<file path="src/rtl/sw_led_if.sv">
// sw_led_if: index request in, LED bank and status out, between the encoder/CPU side and the decoder
interface sw_led_if #(
    parameter int ADDR_W = 4,
    parameter int N_LED  = 16
);
    logic [ADDR_W-1:0] addr;
    logic              addr_valid;
    logic [N_LED-1:0]  led;
    logic [ADDR_W-1:0] cur_addr;
    logic              blinking;
    logic              chg_pulse;

    modport master (output addr, addr_valid, input led, cur_addr, blinking, chg_pulse);
    modport slave  (input addr, addr_valid, output led, cur_addr, blinking, chg_pulse);
endinterface

</file>
<file path="src/rtl/sw_led_decoder.sv">
// sw_led_decoder: one-hot LED drive for a switch index, blinking to announce each new index
module sw_led_decoder #(
    parameter int N_LED        = 16,
    parameter int ADDR_W       = 4,
    parameter int BLINK_PERIOD = 25_000_000,
    parameter int BLINK_PHASES = 6
) (
    input logic    clk,
    input logic    rst,
    sw_led_if.slave bus
);
    localparam int CW = BLINK_PERIOD > 1 ? $clog2(BLINK_PERIOD) : 1;
    localparam int PW = $clog2(BLINK_PHASES + 1);

    typedef enum logic [1:0] {IDLE, BLINK, STEADY} state_t;

    state_t            state, state_n;
    logic [CW-1:0]     cnt, cnt_n;
    logic [PW-1:0]     phase, phase_n;
    logic              lit, lit_n;
    logic [ADDR_W-1:0] cur, cur_n;
    logic [N_LED-1:0]  led_n;
    logic              accept;

    assign accept       = bus.addr_valid && (state == IDLE || bus.addr != cur);
    assign bus.cur_addr = cur;
    assign bus.blinking = state == BLINK;

    always_comb begin
        state_n = state;
        cnt_n   = cnt;
        phase_n = phase;
        lit_n   = lit;
        cur_n   = cur;
        if (accept) begin
            state_n = BLINK;
            cnt_n   = '0;
            phase_n = '0;
            lit_n   = 1'b1;
            cur_n   = bus.addr;
        end else if (state == BLINK) begin
            if (cnt == CW'(BLINK_PERIOD - 1)) begin
                cnt_n   = '0;
                lit_n   = !lit;
                phase_n = phase + 1'b1;
                // even phase count means lit is already back on when the blink ends
                if (phase_n == PW'(BLINK_PHASES)) begin
                    state_n = STEADY;
                    phase_n = '0;
                end
            end else begin
                cnt_n = cnt + 1'b1;
            end
        end
        led_n = (state_n == STEADY || (state_n == BLINK && lit_n)) ? N_LED'(1) << cur_n : '0;
    end

    always_ff @(posedge clk) begin
        if (rst) begin
            state         <= IDLE;
            cnt           <= '0;
            phase         <= '0;
            lit           <= 1'b0;
            cur           <= '0;
            bus.led       <= '0;
            bus.chg_pulse <= 1'b0;
        end else begin
            state         <= state_n;
            cnt           <= cnt_n;
            phase         <= phase_n;
            lit           <= lit_n;
            cur           <= cur_n;
            bus.led       <= led_n;
            bus.chg_pulse <= accept;
        end
    end
endmodule
</file>
<file path="src/flat_wrapper.sv">
// flat-port wrapper written by rule: the top's interface ports become plain ports
module sw_led_decoder_flat 
#(
    parameter int N_LED        = 16,
    parameter int ADDR_W       = 4,
    parameter int BLINK_PERIOD = 25_000_000,
    parameter int BLINK_PHASES = 6
)
  (clk, rst, bus_addr, bus_addr_valid, bus_led, bus_cur_addr, bus_blinking, bus_chg_pulse);
  sw_led_if #(.ADDR_W(ADDR_W), .N_LED(N_LED)) bus_i ();
  input logic clk;
  input logic rst;
  input wire logic [$bits(bus_i.addr)-1:0] bus_addr;
  input wire logic [$bits(bus_i.addr_valid)-1:0] bus_addr_valid;
  output wire logic [$bits(bus_i.led)-1:0] bus_led;
  output wire logic [$bits(bus_i.cur_addr)-1:0] bus_cur_addr;
  output wire logic [$bits(bus_i.blinking)-1:0] bus_blinking;
  output wire logic [$bits(bus_i.chg_pulse)-1:0] bus_chg_pulse;
  assign bus_i.addr = bus_addr;
  assign bus_i.addr_valid = bus_addr_valid;
  assign bus_led = bus_i.led;
  assign bus_cur_addr = bus_i.cur_addr;
  assign bus_blinking = bus_i.blinking;
  assign bus_chg_pulse = bus_i.chg_pulse;
  sw_led_decoder #(.N_LED(N_LED), .ADDR_W(ADDR_W), .BLINK_PERIOD(BLINK_PERIOD), .BLINK_PHASES(BLINK_PHASES)) u_core (.clk(clk), .rst(rst), .bus(bus_i));
endmodule
</file>
<file path="config.mk">
export PLATFORM = sky130hd
export DESIGN_NAME = sw_led_decoder_flat
export DESIGN_NICKNAME = d
export VERILOG_FILES = /design/src/rtl/sw_led_if.sv /design/src/rtl/sw_led_decoder.sv /design/src/flat_wrapper.sv
export SDC_FILE = /design/constraint.sdc
export NUM_CORES = 1
export LEC_CHECK = 0
export CORE_MARGIN = 5
export CORE_UTILIZATION = 54
export DETAILED_ROUTE_END_ITERATION = 16
export GPL_TIMING_DRIVEN = 0
export HOLD_SLACK_MARGIN = 0.1
export PLACE_DENSITY = 0.78
export SYNTH_ARGS = -nofsm -noshare
export SYNTH_HDL_FRONTEND = slang
export SYNTH_SLANG_ARGS = --single-unit
</file>
<file path="constraint.sdc">
create_clock -name clk -period 2.9 [get_ports clk]
set_input_delay 0.87 -clock clk [delete_from_list [all_inputs] [get_ports clk]]
set_output_delay 0.87 -clock clk [all_outputs]
set_load 0.1 [all_outputs]
</file>
## After elaboration in Yosys (flattened, before gate mapping)

Index checks and enable logic that the tools add are counted.

| word-level totals | value |
|---|---|
| output and inout port bits | 22 |
| ROM bits | 0 |
| RAM bits | 0 |
| word-level logic and storage cells | 36 |
| register bits | 52 |
| latch bits | 0 |
| input port bits | 7 |
| memories kept | 0 |

| operators by class | value |
|---|---|
| div/mod/pow operators | 0 |
| mux-type cells | 10 |
| add/subtract/negate cells | 2 |
| multipliers | 0 |
| shift operators | 1 |
| eq/ne operators | 6 |
| reductions and logical operators | 9 |
| $lt $le $gt $ge | 0 |
| bitwise operators | 1 |

Operators with widths:

| kind | count |
|---|---|
| $add A25 B1 Y25 const B | 1 |
| $eq A25 B25 Y1 const B | 1 |
| $mux W25 | 1 |
| $shl A1 B4 Y16 const A | 1 |
| $mux W2 | 4 |
| $eq A2 B1 Y1 const B | 2 |
| $mux W4 | 1 |
| $ne A4 B4 Y1 | 1 |
| $reduce_or A2 Y1 | 2 |
| $add A3 B1 Y3 const B | 1 |
| $eq A3 B3 Y1 const B | 1 |
| $mux W1 | 3 |
| $mux W3 | 1 |
| $eq A2 B2 Y1 const B | 1 |
| $logic_and A1 B1 Y1 | 2 |
| $logic_not A2 Y1 | 1 |
| $logic_or A1 B1 Y1 | 2 |
| $reduce_and A2 Y1 | 1 |
| $logic_not A1 Y1 | 1 |
| $not A1 Y1 | 1 |

## Depth between registers and ports, before layout

Gate-level depths: netlist of the first run.

| logic depth | value |
|---|---|
| depth in word-level cells | 11 |
| mapped depth | 7 |
| depth with buffers taken out | 6 |

## Least setup slack after synthesis of the first run

No wires, ideal clock.

| timing | value |
|---|---|
| kind | register to register |
| start point | reg u_core.cur[0] (netlist: u_core.bus.cur_addr[0]) |
| end point | reg u_core.cnt[10] |
| stages on the path, launching flop included | 7 |
| library setup time | 0.065 ns |
| buffers on the path | 1 |
| required time | 2.835 ns |
| slack | 0.699 ns |
| clock period less this slack | 2.201 ns |
| arrival time | 2.136 ns |
| path through | dfxtp_1 > xnor2_1 > nand4_1 > o21ai_0 > nand3b_1 > clkbuf_1 > nor2_1 |

| on the way | value |
|---|---|
| word-level cells in the longest chain between the ends | 4 |

Ends and longest elaborated chain:

| item | RTL line | source |
|---|---|---|
| start, declared | sw_led_decoder.sv:21 | `logic [ADDR_W-1:0] cur, cur_n;` |
| start signal, assigned | sw_led_decoder.sv:72 | `cur <= cur_n;` |
| $ne A4 B4 Y1 | sw_led_decoder.sv:25 | `assign accept = bus.addr_valid && (state == IDLE \|\| bus.addr != cur);` |
| $logic_or A1 B1 Y1 | sw_led_decoder.sv:25 |  |
| $logic_and A1 B1 Y1 | sw_led_decoder.sv:25 |  |
| $reduce_or A2 Y1 (no source line) | - |  |
| end signal, assigned | sw_led_decoder.sv:69 | `cnt <= cnt_n;` |
| end, declared | sw_led_decoder.sv:18 | `logic [CW-1:0] cnt, cnt_n;` |

Every way passes these cells.
A chain may end at the register's enable or synchronous reset.

## Worst setup path in the final report of the first run

| timing | value |
|---|---|
| start point | reg u_core.cur[0] (netlist: u_core.bus.cur_addr[0]) |
| end point | out bus_cur_addr[0] |

RTL lines:

| item | RTL line | source |
|---|---|---|
| end, declared | flat_wrapper.sv:16 | `output wire logic [$bits(bus_i.cur_addr)-1:0] bus_cur_addr;` |

No word-level cell between the ends.

==> results of run 1 <==
repair_timing:
action                                  in CTS  in global routing
endpoints found under the hold margin        0                  0
cloned                                       0                  0
resized for setup                            1                  4
endpoints found under the setup margin       1                  6
layer usage:
layer	global-route usage [%]	wire length (um)	vias up
met5	0	0	-
met4	7.11	68	0
met2	30.9	2280	48
met3	4.32	194	7
li1	-	-	950
met1	23.9	2180	875
registers in the layout, summed over array words and instances (netlist names):
signal and cells:
u_core.bus.chg_pulse 1, u_core.bus.cur_addr 4, u_core.bus.led 16, u_core.cnt 25
u_core.lit 1, u_core.phase 3, u_core.state 2
through the flow:
stage / utilization [%] / power (mW) / cell area (um2) / hold slack, ps / worst slack (ps)
2_1_floorplan: - / 0.861 / 2250 / 449 / 699
3_3_place_gp: 64.3 / 0.902 / 2590 / 463 / -74.2
3_5_place_dp: 64.3 / 0.903 / 2590 / 476 / -159
4_1_cts: 66.1 / 1.29 / 2670 / 489 / 39.5
5_1_grt: 66.1 / 1.33 / 2670 / 514 / 58.7
6_report: 66.1 / 1.28 / 2670 / 487 / 109
where the power goes:
part | internal [mW] | switching (mW) | total (mW)
combinational | 0.0446 | 0.111 | 0.156
sequential | 0.724 | 0.00846 | 0.732
clock | 0.165 | 0.228 | 0.392
total | 0.933 | 0.347 | 1.28
cell type report:
class                           count  area, um2  area share [%]
Multi-Input combinational cell    186       1130            42.5
Sequential cell                    52       1040            39.1
Timing Repair Buffer               28        275            10.3
Clock buffer                        6       72.6            2.72
Tap cell                           50       62.6            2.35
Buffer                              9       41.3            1.55
Inverter                            9       33.8            1.27
Clock inverter                      1       5.00           0.188
worst paths after layout:
check                                 endpoint                              start  cells past startpoint
setup / recovery               bus_cur_addr[0]  u_core.bus.cur_addr[0]$_SDFF_PP0_                      1
hold / removal      u_core.cnt[1]$_SDFFE_PP0P_         u_core.cnt[1]$_SDFFE_PP0P_                      2
setup reg to reg  u_core.bus.led[8]$_SDFF_PP0_         u_core.cnt[8]$_SDFFE_PP0P_                      6
hold reg to reg     u_core.cnt[1]$_SDFFE_PP0P_         u_core.cnt[1]$_SDFFE_PP0P_                      2
placed cells by master, fill, tap and decap left out, types with 8 or more instances in the layout:
cell type / count
sky130_fd_sc_hd__clkbuf_1: 9
sky130_fd_sc_hd__clkdlybuf4s50_1: 27
sky130_fd_sc_hd__dfxtp_1: 52
sky130_fd_sc_hd__inv_1: 9
sky130_fd_sc_hd__nand2_1: 18
sky130_fd_sc_hd__nand3_1: 13
sky130_fd_sc_hd__nor2_1: 44
sky130_fd_sc_hd__nor3_1: 11
sky130_fd_sc_hd__nor4_1: 8
sky130_fd_sc_hd__xnor2_1: 21
cells by family (layout without fill, tap and decap cells):
kind of cell             Yosys count  count (layout)  synth area share (%)
AND/OR/NAND/NOR                  131             131                  30.1
adder cells (fa/ha/maj)            3               3                  1.67
buffers and inverters             18              53                  3.34
multiplexers                       5               5                  2.23
XOR/XNOR                          28              28                  10.9
AO/OA/AOI/OAI                     19              19                  5.40
flip-flops                        52              52                  46.4
tightest hold or removal path, delay by kind of cell, from the launching register on:
kind | cells | cell delay [ps]
DFF | 1 | 340
AOI/OAI and AO/OA | 1 | 50
and+or+nand+nor | 1 | 60
==> run summary, run 1 <==
Run status
- completed — result of the run

Finish
- 18.7% — layout-stage area growth over the synthesis result
- 0 — number of diodes
- 4.47% — share of final-layout standard cells stronger than drive strength 1
- 346 — filler cell count
- 341 — Final Non-Filler Cells
- 301 — number of nets in the finished design

Timing
- 977 ps — slew at the pin closest to its max-slew limit
- 0 — fin. max-slew vios
- 34.6% — worst slew slack as a fraction of its limit
- false — setup repair after global routing missed its margin
- 358 MHz — maximum frequency from static timing analysis
- 0 — final hold violations
- 0 — Setup violations, final
- 10.0 ps — worst clock skew on the final layout
- 96.2% — fraction of the cycle the final worst path needs
- 2790 ps — post-route minimum period
- 0 ps — Total Neg Setup Slack

Logic synthesis
- 266 — net count of the mapped netlist
- 0 — Synth Warn #
- 8.77 um2 — average instance area after synthesis
- 256 — instance count of the mapped netlist
- 0% — ys async rst share
- 46.4% — Synth top area share
- 52 — flip-flop and latch count after synthesis
- 46.4% — register area share after synthesis
- sky130_fd_sc_hd__dfxtp_1 — top cell type by total area after synthesis
- sky130_fd_sc_hd__dfxtp_1 — leading register cell type out of synthesis
- sky130_fd_sc_hd__dfxtp_1 (46%), sky130_fd_sc_hd__xnor2_1 (8.2%), sky130_fd_sc_hd__nor2_1 (7.4%), sky130_fd_sc_hd__nand2_1 (3.0%), sky130_fd_sc_hd__nand3_1 (2.9%) — top cells by area, synth
- 2250 um2 — Mapped Area
- sky130_fd_sc_hd__dfxtp_1 (52), sky130_fd_sc_hd__nor2_1 (44), sky130_fd_sc_hd__xnor2_1 (21), sky130_fd_sc_hd__nand2_1 (18), sky130_fd_sc_hd__nand3_1 (13) — ranking of synthesized cells by instance count
- 39 — number of distinct library cells after synthesis
- sky130_fd_sc_hd__dfxtp_1 — dominant cell by count in the synthesized netlist
- 0 — Post-synth EDFFs

Placement
- 0.818 — Placer Congestion
- 334 — cell count after placement
- 3380 um — half-perimeter wire length after placement
- 28 — # port buffers

Global route
- 0 — final global-route overflow total
- 1808 — via count of the first global-routing pass
- 18.8% — GRT Total Usage
- 0 — number of antenna violations at the first check in global routing
- 8120 um — global-route wire length before repair
- 15 — pin count of the biggest net entering global routing

Floorplan
- 23 — number of rows in the core area
- 5550 um2 — floorplan die area
- 74.5 um — width of the die
- 29 — I/O Pins
- 55.7% — starting density of the core
- 74.5 um — Die Span Y
- 4030 um2 — placeable core region

Drt
- 5 — drt first pass iters
- 5.51 — mean number of vias per cell
- 4720 um — Total Wirelength
- 1880 — number of vias after detailed routing
- 142 — Iteration-0 DRC Markers
- 0 — DRC viols
- 13.9 um — Routed wire per std cell
- 0 — count of antenna-violating nets left after detailed routing

Clock tree
- 0 — count of hold-fix buffers inserted at cts
- built — CTS tree
- 52 — CTS sink cnt
- 90 ps — Worst-path clk slew
- 5 — number of CTS-inserted buffers
- 2 — CTS H-tree lvls
- 310 ps — Clk Latency, worst-skew pair
- 0 — setup bufs post-CTS
- 2 — worst-case clock buffer depth
- sky130_fd_sc_hd__clkbuf_8 — root buf cell

Pwr
- 0.238 mV — maximum resistive drop on vdd
- 0.870 nW — leakage
- 480 nW/um2 — Power per Cell Area

Critical path
- buffers and inverters — Largest delay share family, worst path
- 570 ps — setup slack, reg-to-reg
- register to output port — classification of the worst setup path
- clkdlybuf4s50_1 — worst path cell trace
- 1180 ps — CP max stage delay
- 1 — Buf/Inv on CP
- 1920 ps — CP arrival
- 6 — maximum fanout along the worst path
- output port — crit path capture type
- 2030 ps — required time of the worst setup path
- sky130_fd_sc_hd__clkdlybuf4s50_1 — worst-path cell with the longest stage delay
- register — type of origin of the critical path

Job
- 0 — max cap viols

Min path
- register to register — worst hold path type

Power figures use the tool's default switching activity.
==> run 2, diff against run 1 <==
Settings changed: SLEW_MARGIN from default to 40.
==> run summary, run 2 (synthesis results as in run 1) <==
Timing
- 639 ps — slew at the pin closest to its max-slew limit, was 977 ps
- 0 — final hold violations, unchanged
- false — setup repair after global routing missed its margin, unchanged
- 2650 ps — post-route minimum period, was 2790 ps
- 56.2% — worst slew slack as a fraction of its limit, was 34.6%
- 13.5 ps — worst clock skew on the final layout, was 10.0 ps
- 0 ps — Total Neg Setup Slack, unchanged
- 377 MHz — maximum frequency from static timing analysis, was 358 MHz
- 0 — fin. max-slew vios, unchanged
- 91.4% — fraction of the cycle the final worst path needs, was 96.2%
- 0 — Setup violations, final, unchanged

Critical path
- u_core.cnt[8]$_SDFFE_PP0P_ — worst reg2reg startpoint, unchanged
- input pin to register — classification of the worst setup path, was register to output port
- 3120 ps — required time of the worst setup path, was 2030 ps
- register — crit path capture type, was output port
- 2870 ps — CP arrival, was 1920 ps
- 10 — maximum fanout along the worst path, was 6
- input pin — type of origin of the critical path, was register
- 6 — depth of the worst register-to-register path, unchanged
- bus_addr_valid — Worst Setup SP, was u_core.bus.cur_addr[0]$_SDFF_PP0_
- u_core.bus.led[8]$_SDFF_PP0_ — critical register-to-register path endpoint, unchanged
- 600 ps — setup slack, reg-to-reg, was 570 ps

Drt
- 0 — count of antenna-violating nets left after detailed routing, unchanged
- 5.44 — mean number of vias per cell, was 5.51
- 136 — Iteration-0 DRC Markers, was 142
- 0 — DRC viols, unchanged
- 4 — drt first pass iters, was 5
- 13.5 um — Routed wire per std cell, was 13.9 um
- 1859 — number of vias after detailed routing, was 1880
- 4630 um — Total Wirelength, was 4720 um

Pwr
- 0.386 mV — maximum resistive drop on vdd, was 0.238 mV
- 510 nW/um2 — Power per Cell Area, was 480 nW/um2
- 0.918 nW — leakage, was 0.870 nW

Min path
- u_core.cnt[1]$_SDFFE_PP0P_ — terminating pin of the worst hold path, unchanged
- u_core.cnt[1]$_SDFFE_PP0P_ — startpoint of the worst hold path, unchanged
- 2 — instance count along the most critical hold path, unchanged
- register to register — worst hold path type, unchanged

Clock tree
- 52 — CTS sink cnt, unchanged
- 310 ps — Clk Latency, worst-skew pair, about the same
- sky130_fd_sc_hd__clkbuf_8 — root buf cell, unchanged
- built — CTS tree, unchanged
- 5 — number of CTS-inserted buffers, unchanged
- 2 — CTS H-tree lvls, unchanged
- 110 ps — Worst-path clk slew, was 90 ps
- 0 — count of hold-fix buffers inserted at cts, unchanged
- 2 — worst-case clock buffer depth, unchanged

Finish
- 354 — filler cell count, was 346
- 1130 um2 — footprint of the multi-input gates, about the same
- 0 — number of diodes, unchanged
- sky130_fd_sc_hd__dfxtp_1 (52), sky130_fd_sc_hd__nor2_1 (44), sky130_fd_sc_hd__buf_2 (22) — commonest cells after routing, fill and taps aside, was sky130_fd_sc_hd__dfxtp_1 (52), sky130_fd_sc_hd__nor2_1 (44), sky130_fd_sc_hd__clkdlybuf4s50_1 (27)
- 12.0% — share of final-layout standard cells stronger than drive strength 1, was 4.47%
- 14.5% — layout-stage area growth over the synthesis result, was 18.7%
- u_core.cnt — Largest Register, unchanged
- sky130_fd_sc_hd__dfxtp_1 — commonest non-fill, non-tap cell in the layout, unchanged
- 25 — max reg flops, unchanged
- 1040 um2 — register area, unchanged
- 301 — number of nets in the finished design, unchanged
- 342 — Final Non-Filler Cells, was 341

Placement
- 28 — # port buffers, unchanged
- 0.818 — Placer Congestion, unchanged
- 334 — cell count after placement, unchanged
- 3320 um — half-perimeter wire length after placement, was 3380 um

Floorplan
- 5550 um2 — floorplan die area, unchanged
- 29 — I/O Pins, unchanged
- 4030 um2 — placeable core region, unchanged
- 23 — number of rows in the core area, unchanged
- 74.5 um — width of the die, unchanged
- 55.7% — starting density of the core, unchanged
- 74.5 um — Die Span Y, unchanged

Run status
- completed — result of the run, unchanged

Global route
- 8000 um — global-route wire length before repair, was 8120 um
- 19 — pin count of the biggest net entering global routing, was 15
- 0 — final global-route overflow total, unchanged
- 1838 — via count of the first global-routing pass, was 1808
- 0 — number of antenna violations at the first check in global routing, unchanged
- 18.3% — GRT Total Usage, was 18.8%

Job
- 0 — max cap viols, unchanged

run 2: area by class of cell:
type / instances / area share (%)
multi-input cells: 186 / 43.9
flip-flops and latches: 52 / 40.5
repair buffers: 28 / 6.61
clock buffers: 5 / 2.68
well taps: 50 / 2.43
plain buffers: 9 / 1.61
inverters: 9 / 1.31
clock inverters: 3 / 0.973
run 2: power breakdown:
| part | leakage, nW | internal, mW | switching, mW |
|---|---|---|---|
| clock | 0.0452 | 0.176 | 0.257 |
| sequential | 0.421 | 0.724 | 0.00795 |
| combinational | 0.452 | 0.0374 | 0.111 |
| total | 0.918 | 0.938 | 0.375 |
run 2: through the flow:
stage	setup WS [ps]	hold slack (ps)	total power, mW	instance area, um2	util [%]
after floorplan	699	449	0.861	2250	-
after global placement	-74.2	463	0.902	2590	64.3
after detailed placement	-112	466	0.896	2480	61.5
after CTS	248	481	1.32	2570	63.9
after global routing	27.7	527	1.37	2570	63.9
final	250	487	1.31	2570	63.9
run 2: worst max-delay path: stages:
cell and delay, ps:
sky130_fd_sc_hd__clkdlybuf4s50_1 480, sky130_fd_sc_hd__clkbuf_1 390, sky130_fd_sc_hd__mux2i_1 630, sky130_fd_sc_hd__nand2_1 210, sky130_fd_sc_hd__nor4b_1 290
run 2: metal layers:
layer | vias to the layer above | part of all wire (%) | track usage (%)
met1 | 870 | 47 | 23.8
met4 | 0 | 0.93 | 6.92
met3 | 5 | 3.3 | 3.65
met2 | 32 | 49 | 30.0
met5 | - | 0 | 0
li1 | 952 | - | -
run 2: worst max-delay path by stage:
stage | endpoint | slack, ps | cells past startpoint
2_1_floorplan | u_core.cnt[10]$_SDFFE_PP0P_ | 700 | 6
3_3_place_gp | u_core.bus.led[1]$_SDFF_PP0_ | -70 | 5
3_5_place_dp | u_core.bus.led[2]$_SDFF_PP0_ | -110 | 5
4_1_cts | u_core.cnt[3]$_SDFFE_PP0P_ | 250 | 7
5_1_grt | u_core.bus.led[2]$_SDFF_PP0_ | 30 | 5
6_report | u_core.bus.led[1]$_SDFF_PP0_ | 250 | 5
run 2: repair_timing:
item,4_1_cts,5_1_grt
gates resized for setup,0,1
buffers inserted,0,0
endpoints found under the setup margin,0,14
endpoints found under the hold margin,0,0
